File: config.mk
export PLATFORM = sky130hd
export DESIGN_NAME = player_motion_ctrl_flat
export DESIGN_NICKNAME = d
export VERILOG_FILES = /design/src/rtl/player_motion_ctrl_if.sv /design/src/rtl/player_motion_ctrl.sv /design/src/flat_wrapper.sv
export SDC_FILE = /design/constraint.sdc
export NUM_CORES = 1
export LEC_CHECK = 0
export BUFFER_PORTS_ARGS = -buffer_cell sky130_fd_sc_hd__buf_2
export CORE_MARGIN = 2
export CORE_UTILIZATION = 35
export DETAILED_ROUTE_END_ITERATION = 8
export GPL_TIMING_DRIVEN = 0
export SLEW_MARGIN = 10
export SYNTH_ARGS = -nofsm -noshare
export SYNTH_HDL_FRONTEND = slang
export SYNTH_SLANG_ARGS = --single-unit
File: constraint.sdc
create_clock -name Clk -period 3.3 [get_ports Clk]
set_clock_uncertainty 0.1 [all_clocks]
set_input_delay 0.33 -clock Clk [delete_from_list [all_inputs] [get_ports Clk]]
set_output_delay 0.33 -clock Clk [all_outputs]
set_load 0.02 [all_outputs]
File: src/rtl/player_motion_ctrl_if.sv
// Player motion bundle: frame strobe, key and game inputs in; position, facing and life status out.
// The master side drives the inputs, the slave side is the motion controller.
interface player_motion_ctrl_if;
    logic       frame_clk;
    logic [3:0] keycode;
    logic       keyPress;
    logic [1:0] gameState;
    logic       hit;
    logic [9:0] PlayerX;
    logic [9:0] PlayerY;
    logic       Direction;
    logic       playerMoving;
    logic       jumping;
    logic [1:0] Lives;
    logic       dead;

    modport master (
        output frame_clk, keycode, keyPress, gameState, hit,
        input  PlayerX, PlayerY, Direction, playerMoving, jumping, Lives, dead
    );

    modport slave (
        input  frame_clk, keycode, keyPress, gameState, hit,
        output PlayerX, PlayerY, Direction, playerMoving, jumping, Lives, dead
    );
endinterface

File: src/rtl/player_motion_ctrl.sv
// Per-frame player motion: walking, jump arc, hits, respawn and game over.
// Everything advances on one Clk-domain tick derived from the frame_clk rising edge.
module player_motion_ctrl #(
    parameter int START_X        = 64,
    parameter int GROUND_Y       = 400,
    parameter int X_MIN          = 0,
    parameter int X_MAX          = 608,
    parameter int X_STEP         = 2,
    parameter int JUMP_V0        = 10,
    parameter int GRAVITY        = 1,
    parameter int RESPAWN_FRAMES = 60,
    parameter int LIVES_INIT     = 3
) (
    input logic                  Clk,
    input logic                  Reset,
    player_motion_ctrl_if.slave  bus
);
    localparam int RW = $clog2(RESPAWN_FRAMES + 1);

    localparam logic [10:0]        X_STEP_W   = 11'(X_STEP);
    localparam logic [10:0]        X_MIN_W    = 11'(X_MIN);
    localparam logic [10:0]        X_MAX_W    = 11'(X_MAX);
    localparam logic [9:0]         START_X_W  = 10'(START_X);
    localparam logic [9:0]         GROUND_W   = 10'(GROUND_Y);
    localparam logic signed [11:0] GROUND_S   = 12'(GROUND_Y);
    localparam logic [9:0]         JUMP_Y_W   = 10'(GROUND_Y - JUMP_V0);
    localparam logic signed [11:0] GRAVITY_S  = 12'(GRAVITY);
    // The takeoff tick already applied the first JUMP_V0 step, so gravity is applied there too.
    localparam logic signed [11:0] TAKEOFF_VY = 12'(JUMP_V0 - GRAVITY);
    localparam logic [RW-1:0]      RESP_W     = RW'(RESPAWN_FRAMES);
    localparam logic [1:0]         LIVES_W    = 2'(LIVES_INIT);

    typedef enum logic [2:0] {ST_GROUND, ST_RISE, ST_FALL, ST_DEAD, ST_OVER} state_t;

    state_t             state_q, state_d;
    logic [9:0]         x_q, x_d, y_q, y_d;
    logic signed [11:0] vy_q, vy_d;
    logic               dir_q, dir_d, moving_q, moving_d, hit_pend_q, hit_pend_d;
    logic [1:0]         lives_q, lives_d;
    logic [RW-1:0]      resp_q, resp_d;
    logic               fc_meta_q, fc_sync_q, fc_prev_q;

    logic               tick;
    logic [3:0]         kc;
    logic               key_l, key_r, crouch;
    logic [10:0]        x_sub, x_add;
    logic [9:0]         x_left, x_right, x_walk, y_air;
    logic signed [11:0] y_next, vy_air;

    assign tick   = fc_sync_q & ~fc_prev_q & (bus.gameState == 2'b01);
    assign kc     = bus.keyPress ? bus.keycode : 4'b0000;
    assign key_l  = kc[0] & ~kc[1];
    assign key_r  = kc[1] & ~kc[0];
    assign crouch = kc[2];

    assign x_sub   = {1'b0, x_q} - X_STEP_W;
    assign x_add   = {1'b0, x_q} + X_STEP_W;
    assign x_left  = ({1'b0, x_q} < X_MIN_W + X_STEP_W) ? X_MIN_W[9:0] : x_sub[9:0];
    assign x_right = (x_add > X_MAX_W) ? X_MAX_W[9:0] : x_add[9:0];
    assign x_walk  = key_l ? x_left : (key_r ? x_right : x_q);

    assign y_next = $signed({2'b00, y_q}) - vy_q;
    assign y_air  = y_next[11] ? 10'd0 : y_next[9:0];
    assign vy_air = y_next[11] ? 12'sd0 : (vy_q - GRAVITY_S);

    always_ff @(posedge Clk) begin
        if (Reset) begin
            fc_meta_q  <= 1'b0;
            fc_sync_q  <= 1'b0;
            fc_prev_q  <= 1'b0;
            state_q    <= ST_GROUND;
            x_q        <= START_X_W;
            y_q        <= GROUND_W;
            vy_q       <= 12'sd0;
            dir_q      <= 1'b0;
            moving_q   <= 1'b0;
            hit_pend_q <= 1'b0;
            lives_q    <= LIVES_W;
            resp_q     <= '0;
        end else begin
            fc_meta_q  <= bus.frame_clk;
            fc_sync_q  <= fc_meta_q;
            fc_prev_q  <= fc_sync_q;
            state_q    <= state_d;
            x_q        <= x_d;
            y_q        <= y_d;
            vy_q       <= vy_d;
            dir_q      <= dir_d;
            moving_q   <= moving_d;
            hit_pend_q <= hit_pend_d;
            lives_q    <= lives_d;
            resp_q     <= resp_d;
        end
    end

    always_comb begin
        state_d    = state_q;
        x_d        = x_q;
        y_d        = y_q;
        vy_d       = vy_q;
        dir_d      = dir_q;
        moving_d   = moving_q;
        hit_pend_d = hit_pend_q;
        lives_d    = lives_q;
        resp_d     = resp_q;

        if (tick) begin
            case (state_q)
                ST_GROUND, ST_RISE, ST_FALL: begin
                    if (hit_pend_q) begin
                        hit_pend_d = 1'b0;
                        lives_d    = lives_q - 2'd1;
                        moving_d   = 1'b0;
                        if (lives_q == 2'd1) begin
                            state_d = ST_OVER;
                        end else begin
                            state_d = ST_DEAD;
                            resp_d  = RESP_W;
                        end
                    end else begin
                        if (key_l)      dir_d = 1'b1;
                        else if (key_r) dir_d = 1'b0;
                        if (state_q == ST_GROUND) begin
                            moving_d = (key_l | key_r) & ~crouch;
                            if (!crouch) x_d = x_walk;
                            if (kc[3] && !crouch) begin
                                vy_d    = TAKEOFF_VY;
                                y_d     = JUMP_Y_W;
                                state_d = ST_RISE;
                            end
                        end else begin
                            moving_d = 1'b0;
                            x_d      = x_walk;
                            y_d      = y_air;
                            vy_d     = vy_air;
                            if (state_q == ST_RISE) begin
                                if (vy_air <= 12'sd0) state_d = ST_FALL;
                            end else if (y_next >= GROUND_S) begin
                                y_d     = GROUND_W;
                                vy_d    = 12'sd0;
                                state_d = ST_GROUND;
                            end
                        end
                    end
                end
                ST_DEAD: begin
                    hit_pend_d = 1'b0;
                    resp_d     = resp_q - RW'(1);
                    if (resp_q <= RW'(1)) begin
                        resp_d  = '0;
                        x_d     = START_X_W;
                        y_d     = GROUND_W;
                        vy_d    = 12'sd0;
                        dir_d   = 1'b0;
                        state_d = ST_GROUND;
                    end
                end
                default: hit_pend_d = 1'b0;
            endcase
        end

        // A hit arriving on a consuming tick is kept for the following tick.
        if (bus.hit) hit_pend_d = 1'b1;
    end

    assign bus.PlayerX      = x_q;
    assign bus.PlayerY      = y_q;
    assign bus.Direction    = dir_q;
    assign bus.playerMoving = moving_q;
    assign bus.jumping      = (state_q == ST_RISE) || (state_q == ST_FALL);
    assign bus.Lives        = lives_q;
    assign bus.dead         = (state_q == ST_DEAD) || (state_q == ST_OVER);
endmodule

File: src/flat_wrapper.sv
// flat-port wrapper written by rule: the top's interface ports become plain ports
module player_motion_ctrl_flat 
#(
    parameter int START_X        = 64,
    parameter int GROUND_Y       = 400,
    parameter int X_MIN          = 0,
    parameter int X_MAX          = 608,
    parameter int X_STEP         = 2,
    parameter int JUMP_V0        = 10,
    parameter int GRAVITY        = 1,
    parameter int RESPAWN_FRAMES = 60,
    parameter int LIVES_INIT     = 3
)
  (Clk, Reset, bus_frame_clk, bus_keycode, bus_keyPress, bus_gameState, bus_hit, bus_PlayerX, bus_PlayerY, bus_Direction, bus_playerMoving, bus_jumping, bus_Lives, bus_dead);
  player_motion_ctrl_if bus_i ();
  input logic Clk;
  input logic Reset;
  input wire logic [$bits(bus_i.frame_clk)-1:0] bus_frame_clk;
  input wire logic [$bits(bus_i.keycode)-1:0] bus_keycode;
  input wire logic [$bits(bus_i.keyPress)-1:0] bus_keyPress;
  input wire logic [$bits(bus_i.gameState)-1:0] bus_gameState;
  input wire logic [$bits(bus_i.hit)-1:0] bus_hit;
  output wire logic [$bits(bus_i.PlayerX)-1:0] bus_PlayerX;
  output wire logic [$bits(bus_i.PlayerY)-1:0] bus_PlayerY;
  output wire logic [$bits(bus_i.Direction)-1:0] bus_Direction;
  output wire logic [$bits(bus_i.playerMoving)-1:0] bus_playerMoving;
  output wire logic [$bits(bus_i.jumping)-1:0] bus_jumping;
  output wire logic [$bits(bus_i.Lives)-1:0] bus_Lives;
  output wire logic [$bits(bus_i.dead)-1:0] bus_dead;
  assign bus_i.frame_clk = bus_frame_clk;
  assign bus_i.keycode = bus_keycode;
  assign bus_i.keyPress = bus_keyPress;
  assign bus_i.gameState = bus_gameState;
  assign bus_i.hit = bus_hit;
  assign bus_PlayerX = bus_i.PlayerX;
  assign bus_PlayerY = bus_i.PlayerY;
  assign bus_Direction = bus_i.Direction;
  assign bus_playerMoving = bus_i.playerMoving;
  assign bus_jumping = bus_i.jumping;
  assign bus_Lives = bus_i.Lives;
  assign bus_dead = bus_i.dead;
  player_motion_ctrl #(.START_X(START_X), .GROUND_Y(GROUND_Y), .X_MIN(X_MIN), .X_MAX(X_MAX), .X_STEP(X_STEP), .JUMP_V0(JUMP_V0), .GRAVITY(GRAVITY), .RESPAWN_FRAMES(RESPAWN_FRAMES), .LIVES_INIT(LIVES_INIT)) u_core (.Clk(Clk), .Reset(Reset), .bus(bus_i));
endmodule
Word level (Yosys, flattened, before mapping)
Index checks and enable logic that the tools add are counted.
{ "classes": {"add_sub_neg": 6, "n_lt_le_gt_ge": 5, "eq_ne": 16, "n_reduce_logical": 15, "n_bitwise": 10, "mux": 48} }
{ "ops": {"columns": ["cell", "count"], "rows": [
  ["10-bit two-way mux", 15],
  ["12-bit two-way mux", 7],
  ["10-bit case mux with 2 select lines", 2],
  ["3-bit two-way mux", 8],
  ["12-bit case mux with 2 select lines", 1],
  ["6-bit two-way mux", 3],
  ["5-bit AND reduction", 3],
  ["12-bit by 10-bit >= comparator with 1-bit output, second input constant", 1],
  ["12-bit by 1-bit less-or-equal comparator with 1-bit output, second input constant", 1],
  ["6-bit case mux with 2 select lines", 1],
  ["11-bit by 12-bit subtractor with 12-bit output", 1],
  ["12-bit by 2-bit subtractor with 12-bit output, second input constant", 1],
  ["10-bit by 2-bit adder with 11-bit output, second input constant", 1],
  ["11-bit by 10-bit > comparator with 1-bit output, second input constant", 1],
  ["10-bit by 2-bit less-than comparator with 1-bit output, second input constant", 1],
  ["10-bit by 2-bit subtractor with 10-bit output, second input constant", 1],
  ["1-bit two-way mux", 8],
  ["3-bit by 2-bit == test with 1-bit output, second input constant", 2],
  ["6-bit by 1-bit less-or-equal comparator with 1-bit output, second input constant", 1],
  ["3-bit inequality test, second input constant", 2],
  ["3-bit case mux with 2 select lines", 1],
  ["6-bit AND reduction", 1],
  ["6-bit by 1-bit subtractor with 6-bit output, second input constant", 1],
  ["1-bit bitwise AND", 5],
  ["23 further kinds", 31]
]} }
{ "totals": {"wordCells": 112, "in_bits": 11, "regBits": 49, "out_inout_bits": 26} }

Depth between registers and ports, before layout
{ "depth": {"ltp_word": 9, "depth_mapped": 13, "mapped_depth_nobuf": 12} }

Least setup slack after synthesis
No wires, ideal clock.
{ "synth_timing": {"path_kind": "flip-flop to flip-flop", "from": "register u_core.y_q[0], in the netlist u_core.bus.PlayerY[0]", "to": "register u_core.y_q[2], in the netlist u_core.bus.PlayerY[2]", "n_path_buf": 1, "arrival_time_ns": 2.666, "required_ns": 3.105, "period_less_slack_ns": 2.861, "setup_ns": 0.095, "stages_incl_launch_ff": 13, "slack_ns": 0.439, "cell_sequence": "dfxtp_1 inv_1 ha_1 inv_1 fa_1 a211oi_1 o21ai_0 xor2_1 o311a_1 o21ai_1 buf_2 nand4_1 a221oi_1"} }
{ "synth_between": {"elab_chain_cells": 7, "elab_cells_between_ends": 8, "cone_classes": "add/sub (1); order compare (1); mux (6)"} }
{ "synth_lines": {"columns": ["element", "line_no", "source"], "rows": [
  ["start: declaration", "player_motion_ctrl.sv:36", "logic [9:0] x_q, x_d, y_q, y_d;"],
  ["start signal: assignment", "player_motion_ctrl.sv:86", "y_q <= y_d;"],
  ["11-bit by 12-bit subtractor with 12-bit output *", "player_motion_ctrl.sv:62", "assign y_next = $signed({2'b00, y_q}) - vy_q;"],
  ["12-bit by 10-bit >= comparator with 1-bit output / 10-bit two-way mux (equally long branches)", "player_motion_ctrl.sv:138, player_motion_ctrl.sv:63", null],
  ["10-bit two-way mux", "player_motion_ctrl.sv:138", "end else if (y_next >= GROUND_S) begin"],
  ["10-bit two-way mux *", "player_motion_ctrl.sv:136", "if (state_q == ST_RISE) begin"],
  ["10-bit two-way mux *", "player_motion_ctrl.sv:123", "if (state_q == ST_GROUND) begin"],
  ["10-bit two-way mux *", "player_motion_ctrl.sv:110", "if (hit_pend_q) begin"],
  ["10-bit case mux with 2 select lines *", "player_motion_ctrl.sv:108", "case (state_q)"]
]} }
Every way passes the cells marked *; elsewhere a longest branch is shown, timed or not. The select of a mux whose other input is x is not followed.
A chain may end at the register's enable or synchronous reset.

Final worst setup path
{ "layout_timing": {"from": "register u_core.vy_q[0]", "to": "register u_core.y_q[2], in the netlist u_core.bus.PlayerY[2]"} }
{ "layout_between": {"elab_chain_cells": 7, "elab_cells_between_ends": 8, "cone_classes": "add/sub (1); order compare (1); mux (6)"} }
{ "layout_lines": {"columns": ["element", "line_no", "source"], "rows": [
  ["start: declaration", "player_motion_ctrl.sv:37", "logic signed [11:0] vy_q, vy_d;"],
  ["start signal: assignment", "player_motion_ctrl.sv:87", "vy_q <= vy_d;"],
  ["11-bit by 12-bit subtractor with 12-bit output *", "player_motion_ctrl.sv:62", null],
  ["12-bit by 10-bit >= comparator with 1-bit output / 10-bit two-way mux (equally long branches)", "player_motion_ctrl.sv:138, player_motion_ctrl.sv:63", null],
  ["10-bit two-way mux", "player_motion_ctrl.sv:138", null],
  ["10-bit two-way mux *", "player_motion_ctrl.sv:136", null],
  ["10-bit two-way mux *", "player_motion_ctrl.sv:123", null],
  ["10-bit two-way mux *", "player_motion_ctrl.sv:110", null],
  ["10-bit case mux with 2 select lines *", "player_motion_ctrl.sv:108", null]
]} }
Marks and branches as above.

==> impl_metrics.tcl <==
set metrics [dict create \
    die_width_um 104.3 \
    ys_types 67 \
    internal_power_uw 834.1 \
    multiInputGateArea_sq_um 2376 \
    period_minus_slack_ps 3143 \
    grt_overflow 0 \
    drc 0 \
    netlist_area_sq_um 3520 \
    cellPowerDensity_nw_per_um2 277.8 \
    slew_violations 0 \
    synthArstFlopShare_pct 0 \
    area_delta_synth_final_pct 13.08 \
    synth_nets 510 \
    post_drt_wl_per_cell_um 15.04 \
    hold_viol_final 0 \
    htree_levels 2 \
    clk_pin_slew_worst_paths_ps 100 \
    drive_gt1_share_pct 11.30 \
    die_area_sq_um 10870 \
    core_area_sq_um 9774 \
    leakagePower_nw 1.479 \
    synth_ff_type "dfxtp_1" \
    antenna_found_initial 0 \
    critPathRequiredTime_ps 3420 \
    clock_sinks 48 \
    synth_sequential_area_ratio_pct 27.30 \
    p_clk_share_pct 40.1 \
    fin_tns_setup_ps 0 \
    fillCellCount 1042 \
    comb_power_share_pct 7.0 \
    cts_buffer_depth 2 \
    seqCellArea_sq_um 962.2 \
    rsz0062_at_grt "yes" \
    grt_usage_pct 17.97 \
    cp-start-kind "flop" \
    crit_path_end_kind "flop" \
    syn_inst 480 \
    finalPower_mw 1.106 \
    place_worst_setup_slack_ps -47.00 \
    dpl_cell_area_sq_um 3856 \
    peakVddDrop_mv 0.1412 \
    nets 551 \
    grt_pass1_vias 3325 \
    num_vias 3640 \
    ys_ff_latch 48 \
    n_antenna_cell 0 \
    fin_area_sq_um 3980 \
    cts_tree "done" \
    post_cts_buffers 0 \
    placed_cells 647 \
    fmax_ghz 0.3182 \
    setup_viol 0 \
    viasPerCell 5.557 \
    final_cell_count_no_fill 655 \
    finish.utilization_pct 40.72 \
    timing.hold.ws_ps 119.4 \
    min_period_over_period_pct 95.24 \
    synth_edf_count 0 \
    hold_class "in2reg" \
    dr.pass1.iters 5 \
    drt_wl_total_um 9852 \
    antenna_left 0 \
    worstPathArrival_ps 3260 \
    worst_slew_pin_slew_ps 988.8 \
    cts_hold_buf 0 \
    clock_latency_ps 310 \
    seqPwrFrac_pct 52.9 \
    path_class "reg2reg" \
    max-slew-margin-rel_pct 33.57 \
    timing.final.ws_setup_ps 157.0 \
    ioPinCount 37 \
    critPathMaxFanout 10 \
    num_rows 36 \
    cts_made_buffers 5 \
    grt_pass1_wl_um 16000 \
    initial_core_util_pct 36.01 \
    drt_iter0_markers 237 \
    cts_root_buf "clkbuf_8" \
    numPortBuffers 34 \
    hpwl_um 7403 \
    syn_avg_cell_area_sq_um 7.333 \
    p_switching_uw 271.5 \
    place_congestion 0.8719 \
    status "complete, no violations" \
    grt_start_max_net_pins 15 \
    drv_cap 0 \
    swShare_pct 24.56 \
    dieHeight_um 104.3 \
    synth_warnings 0 \
]
-- path summary, 6_finish.rpt --
| check | startpoint | to | slack [ps] | depth (start not counted) |
|---|---|---|---|---|
| worst max-delay path | u_core.vy_q[0] | u_core.bus.PlayerY[2] | 160 | 11 |
| worst min-delay path | bus_hit | u_core.hit_pend_q | 120 | 3 |
| worst max register to register | u_core.vy_q[0] | u_core.bus.PlayerY[2] | 160 | 11 |
| worst min register to register | u_core.fc_meta_q | u_core.fc_sync_q | 340 | 1 |
-- layout make-up --
type                            count  share of cell area, %
Multi-Input combinational cell    382                  59.70
Clock inverter                      2                 0.8802
Timing Repair Buffer               34                  4.275
Sequential cell                    48                  24.17
Clock buffer                        6                  1.823
Inverter                           26                  2.452
Buffer                             24                  2.515
Tap cell                          133                  4.181
-- layer usage --
metal | GRT usage, % | vias up | share of wire (%)
met2 | 29.18 | 110 | 46
met3 | 3.008 | 20 | 4.9
li1 | - | 1817 | -
met4 | 7.625 | 0 | 2.9
met1 | 23.45 | 1693 | 47
met5 | 0 | - | 0
-- Yosys cell counts, types with 2 or more instances --
cell type / instances / share of area, %
a211oi_1: 2 / 0.43
a21boi_0: 2 / 0.43
a21o_1: 6 / 1.3
a21oi_1: 46 / 6.5
a22o_1: 2 / 0.50
a31oi_1: 16 / 2.8
and2_1: 6 / 1.1
and3b_1: 2 / 0.50
and4_1: 2 / 0.50
buf_1: 3 / 0.32
buf_2: 3 / 0.43
clkbuf_1: 17 / 1.8
dfxtp_1: 48 / 27
ha_1: 18 / 6.4
inv_1: 26 / 2.8
mux2i_1: 4 / 1.1
nand2_1: 51 / 5.4
nand2b_1: 7 / 1.2
nand3_1: 9 / 1.3
nand3b_1: 4 / 0.85
nand4_1: 9 / 1.6
nand4b_1: 3 / 0.75
nor2_1: 52 / 5.5
nor2b_1: 8 / 1.4
nor3_1: 14 / 2.0
nor4_1: 5 / 0.89
nor4_4: 2 / 1.2
nor4b_1: 2 / 0.50
o2111ai_1: 6 / 1.5
o211ai_1: 6 / 1.3
o21a_1: 7 / 1.5
o21ai_0: 31 / 4.4
o21ai_1: 2 / 0.28
o22ai_1: 2 / 0.36
o31ai_1: 5 / 1.1
or2_2: 3 / 0.53
or3_1: 6 / 1.1
or3_4: 2 / 0.64
xnor2_1: 6 / 1.5
xor2_1: 8 / 2.0
-- worst max-delay path, stage by stage (launching register included) --
cell	delay, ps
dfxtp_2	390
ha_1	220
inv_1	70
fa_1	420
a211oi_2	260
o21ai_1	170
xor2_1	190
o311a_1	400
o21ai_1	230
buf_4	230
nand4_1	100
a221oi_1	260
-- registers in the layout (all words and copies together) (netlist names) --
name,flops
u_core.bus.Direction,1
u_core.bus.Lives,2
u_core.bus.PlayerX,9
u_core.bus.PlayerY,10
u_core.bus.playerMoving,1
u_core.fc_meta_q,1
u_core.fc_prev_q,1
u_core.fc_sync_q,1
u_core.hit_pend_q,1
u_core.resp_q,6
u_core.state_q,3
u_core.vy_q,12
-- cell usage in the layout (no fill, tap or decap), types with 6 or more instances in the layout --
master / n
o21a_1: 7
inv_1: 26
ha_1: 18
nand3_1: 9
a21o_1: 6
and2_1: 6
nor2_1: 52
o2111ai_1: 6
clkbuf_1: 18
a21oi_1: 46
o211ai_1: 6
or3_1: 6
a31oi_1: 16
nand2_1: 51
nand4_1: 9
nand2b_1: 7
o21ai_0: 30
nor2b_1: 8
dfxtp_1: 47
xnor2_1: 6
xor2_1: 7
buf_2: 36
nor3_1: 14
-- logic make-up (layout without fill, tap and decap cells) --
| logic type | Yosys count | in the layout | synth area share [%] |
|---|---|---|---|
| adders and majority gates | 19 | 19 | 6.968 |
| buffers and inverters | 50 | 92 | 5.545 |
| and+or+nand+nor | 194 | 194 | 28.80 |
| muxes | 4 | 4 | 1.138 |
| other | 1 | 1 | 0.1065 |
| DFF | 48 | 48 | 27.30 |
| AOI/OAI and AO/OA | 150 | 150 | 26.66 |
| xor gates and xnor gates | 14 | 14 | 3.484 |
-- power by group through the flow --
stage                     Combinational [mW]  Clock (mW)  Sequential [mW]
after floorplan                       0.0516           0            0.598
after global placement                0.0761           0            0.598
after detailed placement              0.0763           0            0.598
after CTS                             0.0769       0.456            0.585
after global routing                  0.0857       0.477            0.585
final                                 0.0776       0.443            0.585
-- repair_timing --
item / in CTS / in global routing
setup endpoints to repair: 4 / 23
resized for setup: 2 / 3
endpoints found under the hold margin: 0 / 0
Note: power is estimated with default switching activity, not from simulation.
